### src/rtl/mcontr_pkg.sv
// Shared constants, state encoding and helpers for the SDRAM controller access path.
package mcontr_pkg;

  localparam int NUM_CHN  = 9;
  localparam int REFR_CHN = 8;

  typedef enum logic {
    ST_IDLE = 1'b0,
    ST_RUN  = 1'b1
  } acc_state_e;

  // Isolates the lowest set bit: v & (two's complement of v).
  function automatic logic [NUM_CHN-1:0] lowest_onehot(input logic [NUM_CHN-1:0] v);
    return v & (~v + {{(NUM_CHN-1){1'b0}}, 1'b1});
  endfunction

endpackage

### src/rtl/mcontr_refresh_timer.sv
// Refresh tick generator with a saturating count of owed refreshes and the
// registered normal/urgent refresh requests derived from it.
module mcontr_refresh_timer
  import mcontr_pkg::*;
#(
  parameter int REFR_PERIOD = 1560,
  parameter int REFR_URGENT = 4,
  parameter int PEND_W      = 3
) (
  input  logic              clk0,
  input  logic              nrst,
  input  logic              en,
  input  logic              refr_start,
  output logic              rq_refresh,
  output logic              rq_refresh_urgent,
  output logic [PEND_W-1:0] refr_pending
);

  localparam int TW = (REFR_PERIOD > 1) ? $clog2(REFR_PERIOD) : 1;

  logic [TW-1:0]     timer;
  logic              tick;
  logic [PEND_W-1:0] pend_nxt;

  assign tick = en && (timer == TW'(REFR_PERIOD - 1));

  // A tick and a granted refresh on the same edge cancel out.
  always_comb begin
    pend_nxt = refr_pending;
    if (!en) begin
      pend_nxt = '0;
    end else if (tick && !refr_start) begin
      if (refr_pending != '1) pend_nxt = refr_pending + PEND_W'(1);
    end else if (refr_start && !tick) begin
      if (refr_pending != '0) pend_nxt = refr_pending - PEND_W'(1);
    end
  end

  always_ff @(negedge clk0) begin
    if (!nrst) begin
      timer             <= '0;
      refr_pending      <= '0;
      rq_refresh        <= 1'b0;
      rq_refresh_urgent <= 1'b0;
    end else begin
      timer             <= (!en || tick) ? '0 : timer + TW'(1);
      refr_pending      <= pend_nxt;
      rq_refresh        <= (pend_nxt != '0);
      rq_refresh_urgent <= (32'(pend_nxt) >= REFR_URGENT);
    end
  end

endmodule

### src/rtl/mcontr_access_timer.sv
// Times each arbiter grant using its channel length and returns the early
// next pulse; also hosts the refresh request generator.
module mcontr_access_timer
  import mcontr_pkg::*;
#(
  parameter int NEXT_AHEAD  = 7,
  parameter int LEN_W       = 8,
  parameter int REFR_PERIOD = 1560,
  parameter int REFR_URGENT = 4,
  parameter int PEND_W      = 3
) (
  input  logic                     clk0,
  input  logic                     nrst,
  input  logic                     en,
  input  logic [NUM_CHN-1:0]       start,
  input  logic [NUM_CHN*LEN_W-1:0] chn_len,
  output logic                     next,
  output logic                     active,
  output logic [NUM_CHN-1:0]       cur_chn,
  output logic                     rq_refresh,
  output logic                     rq_refresh_urgent,
  output logic [PEND_W-1:0]        refr_pending,
  output logic                     err_overlap
);

  // Handshake: start is a one-cycle one-hot grant accepted only in IDLE; next
  // pulses once per access, NEXT_AHEAD cycles before the first idle cycle, so
  // the arbiter can present the following grant exactly in that idle cycle.
  localparam logic [LEN_W-1:0] MIN_LEN = LEN_W'(NEXT_AHEAD + 1);

  acc_state_e         state, state_nxt;
  logic [LEN_W-1:0]   cnt, cnt_nxt;
  logic [NUM_CHN-1:0] sel, cur_nxt;
  logic [LEN_W-1:0]   len_sel, len_eff;
  logic               multi, err_nxt, next_nxt;

  assign sel    = lowest_onehot(start);
  assign multi  = (start & (start - NUM_CHN'(1))) != '0;
  assign active = (state == ST_RUN);

  always_comb begin
    len_sel = '0;
    for (int i = 0; i < NUM_CHN; i++) begin
      if (sel[i]) len_sel = len_sel | chn_len[i*LEN_W +: LEN_W];
    end
  end

  assign len_eff = (len_sel < MIN_LEN) ? MIN_LEN : len_sel;

  always_comb begin
    state_nxt = state;
    cnt_nxt   = cnt;
    cur_nxt   = cur_chn;
    err_nxt   = err_overlap;
    case (state)
      ST_IDLE: begin
        if (start != '0) begin
          state_nxt = ST_RUN;
          cnt_nxt   = len_eff - LEN_W'(1);
          cur_nxt   = sel;
          if (multi) err_nxt = 1'b1;
        end
      end
      ST_RUN: begin
        if (start != '0) err_nxt = 1'b1;
        if (cnt == '0) begin
          state_nxt = ST_IDLE;
          cur_nxt   = '0;
        end else begin
          cnt_nxt = cnt - LEN_W'(1);
        end
      end
      default: state_nxt = ST_IDLE;
    endcase
    next_nxt = (state_nxt == ST_RUN) && (cnt_nxt == LEN_W'(NEXT_AHEAD));
  end

  always_ff @(negedge clk0) begin
    if (!nrst) begin
      state       <= ST_IDLE;
      cnt         <= '0;
      cur_chn     <= '0;
      next        <= 1'b0;
      err_overlap <= 1'b0;
    end else begin
      state       <= state_nxt;
      cnt         <= cnt_nxt;
      cur_chn     <= cur_nxt;
      next        <= next_nxt;
      err_overlap <= err_nxt;
    end
  end

  mcontr_refresh_timer #(
    .REFR_PERIOD (REFR_PERIOD),
    .REFR_URGENT (REFR_URGENT),
    .PEND_W      (PEND_W)
  ) u_refresh (
    .clk0              (clk0),
    .nrst              (nrst),
    .en                (en),
    .refr_start        (start[REFR_CHN]),
    .rq_refresh        (rq_refresh),
    .rq_refresh_urgent (rq_refresh_urgent),
    .refr_pending      (refr_pending)
  );

endmodule

### config.mk
export PLATFORM = sky130hd
export DESIGN_NAME = mcontr_access_timer
export DESIGN_NICKNAME = d
export VERILOG_FILES = /design/src/rtl/mcontr_pkg.sv /design/src/rtl/mcontr_refresh_timer.sv /design/src/rtl/mcontr_access_timer.sv
export SDC_FILE = /design/constraint.sdc
export NUM_CORES = 1
export LEC_CHECK = 0
export CORE_AREA = 2 2 81 83
export CTS_BUF_LIST = sky130_fd_sc_hd__clkbuf_16
export DETAILED_ROUTE_END_ITERATION = 12
export DIE_AREA = 0 0 83 85
export PLACE_DENSITY_LB_ADDON = 0.12
export SKIP_CTS_REPAIR_TIMING = 1
export SYNTH_ARGS = -nofsm -noshare
export SYNTH_HDL_FRONTEND = slang
export SYNTH_SLANG_ARGS = --single-unit
export TNS_END_PERCENT = 100
### constraint.sdc
create_clock -name clk0 -period 3.9 [get_ports clk0]
set_clock_uncertainty 0.15 [all_clocks]
set_input_delay 0.39 -clock clk0 [delete_from_list [all_inputs] [get_ports clk0]]
set_output_delay 0.39 -clock clk0 [all_outputs]
set_load 0.1 [all_outputs]
==> results of run 1 <==
[per-layer routing]
layer | vias to the layer above | GRT usage [%] | routed length [µm]
met5 | - | 0 | 0
met4 | 0 | 10.58 | 260
met2 | 154 | 49.63 | 5436
met1 | 1644 | 31.54 | 4342
li1 | 1641 | - | -
met3 | 30 | 7.782 | 715
[how the worst max path moves through the flow]
stage	slack, ps	depth (start not counted)	from	end
floorplan	-920	12	start[0]	next$_SDFF_NN0_
global placement	-1430	12	start[3]	next$_SDFF_NN0_
detailed placement	-1490	12	start[4]	next$_SDFF_NN0_
CTS	-1120	12	start[3]	next$_SDFF_NN0_
global route	-790	12	chn_len[63]	next$_SDFF_NN0_
finish	-750	12	start[2]	next$_SDFF_NN0_
[kinds of logic (layout without fill, tap and decap cells)]
kind of cell / after synthesis / after routing
xor gates and xnor gates: 13 / 13
buffers and inverters: 36 / 224
DFF: 35 / 35
muxes: 1 / 1
and+or+nand+nor: 149 / 149
adders and majority gates: 9 / 9
AOI/OAI and AO/OA: 101 / 102
[cell usage in the layout, fill, tap and decap left out, types with 4 or more instances in the layout]
cell	count
nand4_1	4
nor2_1	39
nor3_1	8
xnor2_1	6
inv_1	49
a2bb2oi_1	4
and2_1	4
dfxtp_1	34
clkdlybuf4s50_1	64
buf_12	18
a211oi_2	5
ha_1	6
a21oi_2	7
nand3b_1	24
a21oi_1	20
dlymetal6s2s_1	11
nand2_1	30
buf_6	14
a22oi_2	4
o21ai_0	12
clkbuf_16	5
nand3_1	5
xor2_1	6
buf_4	53
[power by group]
| group | internal [µW] | leakage (µW) | total [µW] | switching (µW) |
|---|---|---|---|---|
| Combinational | 265 | 0.00160 | 527 | 262 |
| Clock | 292 | 0.000263 | 565 | 273 |
| Sequential | 379 | 0.000286 | 398 | 18.9 |
| Total | 936 | 0.00215 | 1490 | 554 |
[final cells by class]
class | instances | area (µm²) | share of cell area (%)
well taps | 77 | 96.34 | 1.930
inverters | 15 | 60.06 | 1.203
multi-input cells | 274 | 2116 | 42.39
clock inverters | 38 | 157.7 | 3.159
flip-flops and latches | 35 | 701.9 | 14.06
repair buffers | 166 | 1734 | 34.75
clock buffers | 5 | 125.1 | 2.507
[critical path, cell delays in order]
cell and delay, ps:
buf_6 90, or3_4 400, or2_4 280, o311ai_4 310
nand2b_4 220, o22ai_4 100, ha_4 180, and3_4 170
and4bb_1 200, a211oi_2 200, nand4_1 140, nor4_2 130
[Yosys cell counts (all sizes together) (5+ instances only)]
library cell,n
nand2,30
or2,5
clkbuf,8
a22oi,7
nor3,9
inv,16
xor2,7
nand3b,25
o21ai,13
xnor2,6
a211oi,7
buf,12
ha,7
a2bb2oi,7
dfxtp,35
nand3,5
and2,5
a21oi,29
nor2,43
[stage by stage]
| step | setup TNS (ps) | hold WS [ps] | setup WS, ps | total power (µW) |
|---|---|---|---|---|
| detailed placement | -19520 | 326.4 | -1490 | 918.4 |
| CTS | -12430 | 333.7 | -1121 | 1439 |
| floorplan | -4485 | 280.0 | -921.8 | 705.4 |
| finish | -5034 | 328.0 | -746.0 | 1490 |
| global route | -5829 | 357.2 | -788.3 | 1560 |
| global placement | -19120 | 295.3 | -1432 | 909.2 |
[registers in the layout (all words and copies together), names as in the netlist]
| register | count |
|---|---|
| u_refresh.rq_refresh | 1 |
| next | 1 |
| cur_chn | 9 |
| u_refresh.timer | 11 |
| cnt | 8 |
| err_overlap | 1 |
| u_refresh.refr_pending | 3 |
| active | 1 |
==> results.yml, run 1 <==
yosys:
  syn_avg_cell_area_um2: 7.860
  ys_seq_area_share_pct: 25.91
  synth-edff-count: 0
  synth-compound-area-share_pct: 27.02
  syn_area_um2: 2704
  synth_cell_type_count: 65
  synth_top_area_share_pct: 25.91
  ys.flop_type: "dfxtp_1"
  syn_inst: 344
  synth-simple-area-share_pct: 31.61
  synthTopCellsByArea: "dfxtp_1 (26%), nand3b_1 (6.7%), nor2_1 (5.7%)"
  synthMuxAreaShare_pct: 0.3702
  yosysWarnings: 0
  synth_xor_area_share_pct: 4.211
  synth-adder-area-share_pct: 3.980
  synth_top_family_by_area: "simple AND/OR/NAND/NOR gates"
  yosys.area.top_type: "dfxtp_1"
  ys_seq_elements: 35
  async_flop_share_pct: 0
  synth_nets: 435
cells_and_area:
  final_util_pct: 80.44
  layout.cells.non_filler: 610
  nets: 623
  syn2layout_area_growth_pct: 84.59
  antenna_cells: 0
  nFillCells: 398
  drive_gt1_share_pct: 30.02
  finalInstanceArea_um2: 4991
run_status:
  violations: "negative setup slack"
  status: "finished, violations left"
hold_path:
  hold_path.class: "reg2reg"
  hold_depth: 1
  hp-start: "u_refresh.timer[0]$_SDFF_NP0_"
  hold_path_end: "u_refresh.timer[0]$_SDFF_NP0_"
placed_design:
  gp_congestion: 0.9592
  place_inst: 560
  dp_hpwl_um: 7498
  place_area_um2: 4429
  port-buffer-count: 100
power_and_ir_drop:
  irDropWorstVdd_v: 0.0003644
  pwr_density_cell_nw_per_um2: 298.4
  p_leak_uw: 0.002146
sta:
  setup_viol: 19
  slew_headroom_pct: 69.74
  finalMaxSlewViolations: 0
  setup_slack_ps: -746.0
  rsz0062_at_grt: "true"
  finalHoldViolations: 0
  tightest_slew_ps: 450.5
critical_path:
  crit_type: "in2reg"
  rr_startpoint: "u_refresh.timer[7]$_SDFF_NP0_"
  path_max_fanout: 4
  reg2reg_slack_ps: 1320
  critical_path.startpoint_type: "input pin"
  end_kind: "flip-flop"
  ff2ff_path_depth: 8
  critPathRequiredTime_ps: 2070
  r2r-end: "u_refresh.rq_refresh$_SDFF_NN0_"
  critPathArrivalTime_ps: 2820
clocking:
  cts_sinks: 35
  clkLatencyLatePin_ps: 370
  cts-buffers-inserted: 5
  cts-root-buf: "clkbuf_16"
  path_clk_slew_ps: 30
  clk_path_buf_depth: 2
  cts_tree: "yes"
  htree_levels: 2
detailed_routing:
  vias_per_cell: 5.687
  ant_nets: 0
  drt_pre_antenna_iters: 5
  drc_errors: 0
  finalWirelength_um: 10760
  drtIter0Drc: 228
  post_drt_wl_per_cell_um: 17.63
  vias: 3469
floorplan:
  start_util_pct: 43.58
  fp-row-count: 29
  die_w_um: 83
  die_h_um: 85
  core_area_um2: 6205
  ios: 101
  die_area_um2: 7055
global_routing:
  grt_pass1_vias: 3459
  antenna_found_initial: 0
  gr-usage-all-layers_pct: 27.78
  grt_max_degree: 21
  grt_first_pass_wirelength_um: 16010
  grt-ovfl-total: 0
flow_run:
  maxCapViolations: 0
No activity file was read; power rests on OpenSTA's default activity.
==> inputs of run 2 (changes only) <==
- CTS_BUF_LIST: sky130_fd_sc_hd__clkbuf_16 -> default
- CTS_CLUSTER_SIZE: default -> 30
==> results.yml, run 2 (synthesis results as in run 1) <==
run_status:
  status: "finished, violations left"
  violations: "negative setup slack"
cells_and_area:
  syn2layout_area_growth_pct: 83.16
  layout.cells.non_filler: 611
  multiInputGateArea_um2: 2120
  layout.area.seq_um2: 701.9
  drive_gt1_share_pct: 30.15
  layout_common_cells: "clkdlybuf4s50_1 (63), buf_4 (53), inv_1 (49), nor2_1 (39), dfxtp_1 (34)"
  layout_commonest_cell: "clkdlybuf4s50_1"
  regMostFlops: "u_refresh.timer"
  reg.largest.list: "u_refresh.timer: 11 flops, cur_chn: 9 flops, cnt: 8 flops"
  antenna_cells: 0
  nets: 624
  largest_reg_flops: 11
  nFillCells: 393
global_routing:
  use_met3_pct: 6.712
  grt_max_degree: 21
  antenna_found_initial: 0
  grt_util_met1_pct: 31.46
  gr-usage-met2_pct: 48.61
  grt_pass1_vias: 3475
  grt-ovfl-total: 0
  busiest_layer: "met2"
  gr-usage-all-layers_pct: 27.39
  grt_first_pass_wirelength_um: 15840
clocking:
  cts_sinks: 35
  htree_levels: 2
  path_clk_slew_ps: 40
  cts-root-buf: "clkbuf_8"
  cts_tree: "yes"
  clk_path_buf_depth: 2
  clkLatencyLatePin_ps: 360
  cts-buffers-inserted: 5
placed_design:
  place_ws_ps: -1490
  gp_congestion: 0.9592
  port-buffer-count: 100
  place_inst: 560
  dp_hpwl_um: 7498
power_and_ir_drop:
  p_leak_uw: 0.002136
  pwr_density_cell_nw_per_um2: 275.4
  irDropWorstVdd_v: 0.0003055
critical_path:
  reg2reg_slack_ps: 1340
  r2r-end: "u_refresh.rq_refresh$_SDFF_NN0_"
  rr_startpoint: "u_refresh.timer[7]$_SDFF_NP0_"
  cp_cell_sequence: "buf_6, or3_4, or2_4, o311ai_4, nand2b_4, o22ai_4, ha_4, and3_4, and4bb_1, a211oi_2, nand4_1, nor4_2"
  path_max_fanout: 4
  critPathArrivalTime_ps: 2810
  slowest_delay_ps: 400
  end_kind: "flip-flop"
  worst-path-buf-inv: 1
  crit_type: "in2reg"
  critPathRequiredTime_ps: 2080
  slowest_stage: "or3_4"
  critical_path.startpoint_type: "input pin"
  ff2ff_path_depth: 8
  crit_family: "simple AND/OR/NAND/NOR gates"
hold_path:
  hold_path.class: "reg2reg"
  hold_path_end: "u_refresh.timer[0]$_SDFF_NP0_"
  hold_depth: 1
  hp-start: "u_refresh.timer[0]$_SDFF_NP0_"
detailed_routing:
  drtIter0Drc: 264
  vias: 3477
  ant_nets: 0
  drc_errors: 0
  drt_pre_antenna_iters: 5
  post_drt_wl_per_cell_um: 17.29
  finalWirelength_um: 10560
  vias_per_cell: 5.691
sta:
  tns_ps: -4644
  slew_headroom_pct: 69.94
  tightest_slew_ps: 447.4
  finalMaxSlewViolations: 0
  setup_slack_ps: -733.1
  rsz0062_at_grt: "true"
  finalHoldViolations: 0
  setup_viol: 18
floorplan:
  ios: 101
  die_area_um2: 7055
  start_util_pct: 43.58
  core_area_um2: 6205
  fp-row-count: 29
  die_w_um: 83
  die_h_um: 85
flow_run:
  maxCapViolations: 0
[run 2: worst max-delay path by stage]
| stage | startpoint | endpoint | slack (ps) | cells past startpoint |
|---|---|---|---|---|
| 4_1_cts | start[0] | next$_SDFF_NN0_ | -1170 | 13 |
| 6_report | start[2] | next$_SDFF_NN0_ | -730 | 12 |
| 3_5_place_dp | start[4] | next$_SDFF_NN0_ | -1490 | 12 |
| 3_3_place_gp | start[3] | next$_SDFF_NN0_ | -1430 | 12 |
| 2_1_floorplan | start[0] | next$_SDFF_NN0_ | -920 | 12 |
| 5_1_grt | start[4] | next$_SDFF_NN0_ | -810 | 13 |
[run 2: cell type report]
class,count,area share (%)
Timing Repair Buffer,167,35.30
Clock buffer,5,1.390
Multi-Input combinational cell,274,42.80
Inverter,15,1.213
Clock inverter,38,3.183
Tap cell,77,1.945
Sequential cell,35,14.17
[run 2: metal layers]
metal  wire [µm]  part of all wire (%)
met1        4338                    41
met2        5312                    50
met3         674                   6.4
met4         238                   2.3
met5           0                     0
[run 2: where the power goes]
group          internal (µW)  switching, µW
clock                    180            258
sequential               378           19.5
combinational            267            260
total                    826            538
[run 2: through the flow]
stage / hold WS, ps / power (µW) / cell area, µm² / utilization, %
final: 329.1 / 1364 / 4952 / 79.81
after global routing: 357.6 / 1435 / 4952 / 79.81
after CTS: 334.3 / 1310 / 4652 / 74.97
after detailed placement: 326.4 / 918.4 / 4429 / 71.39
after global placement: 295.3 / 909.2 / 4429 / 71.39
after floorplan: 280.0 / 705.4 / 2840 / -
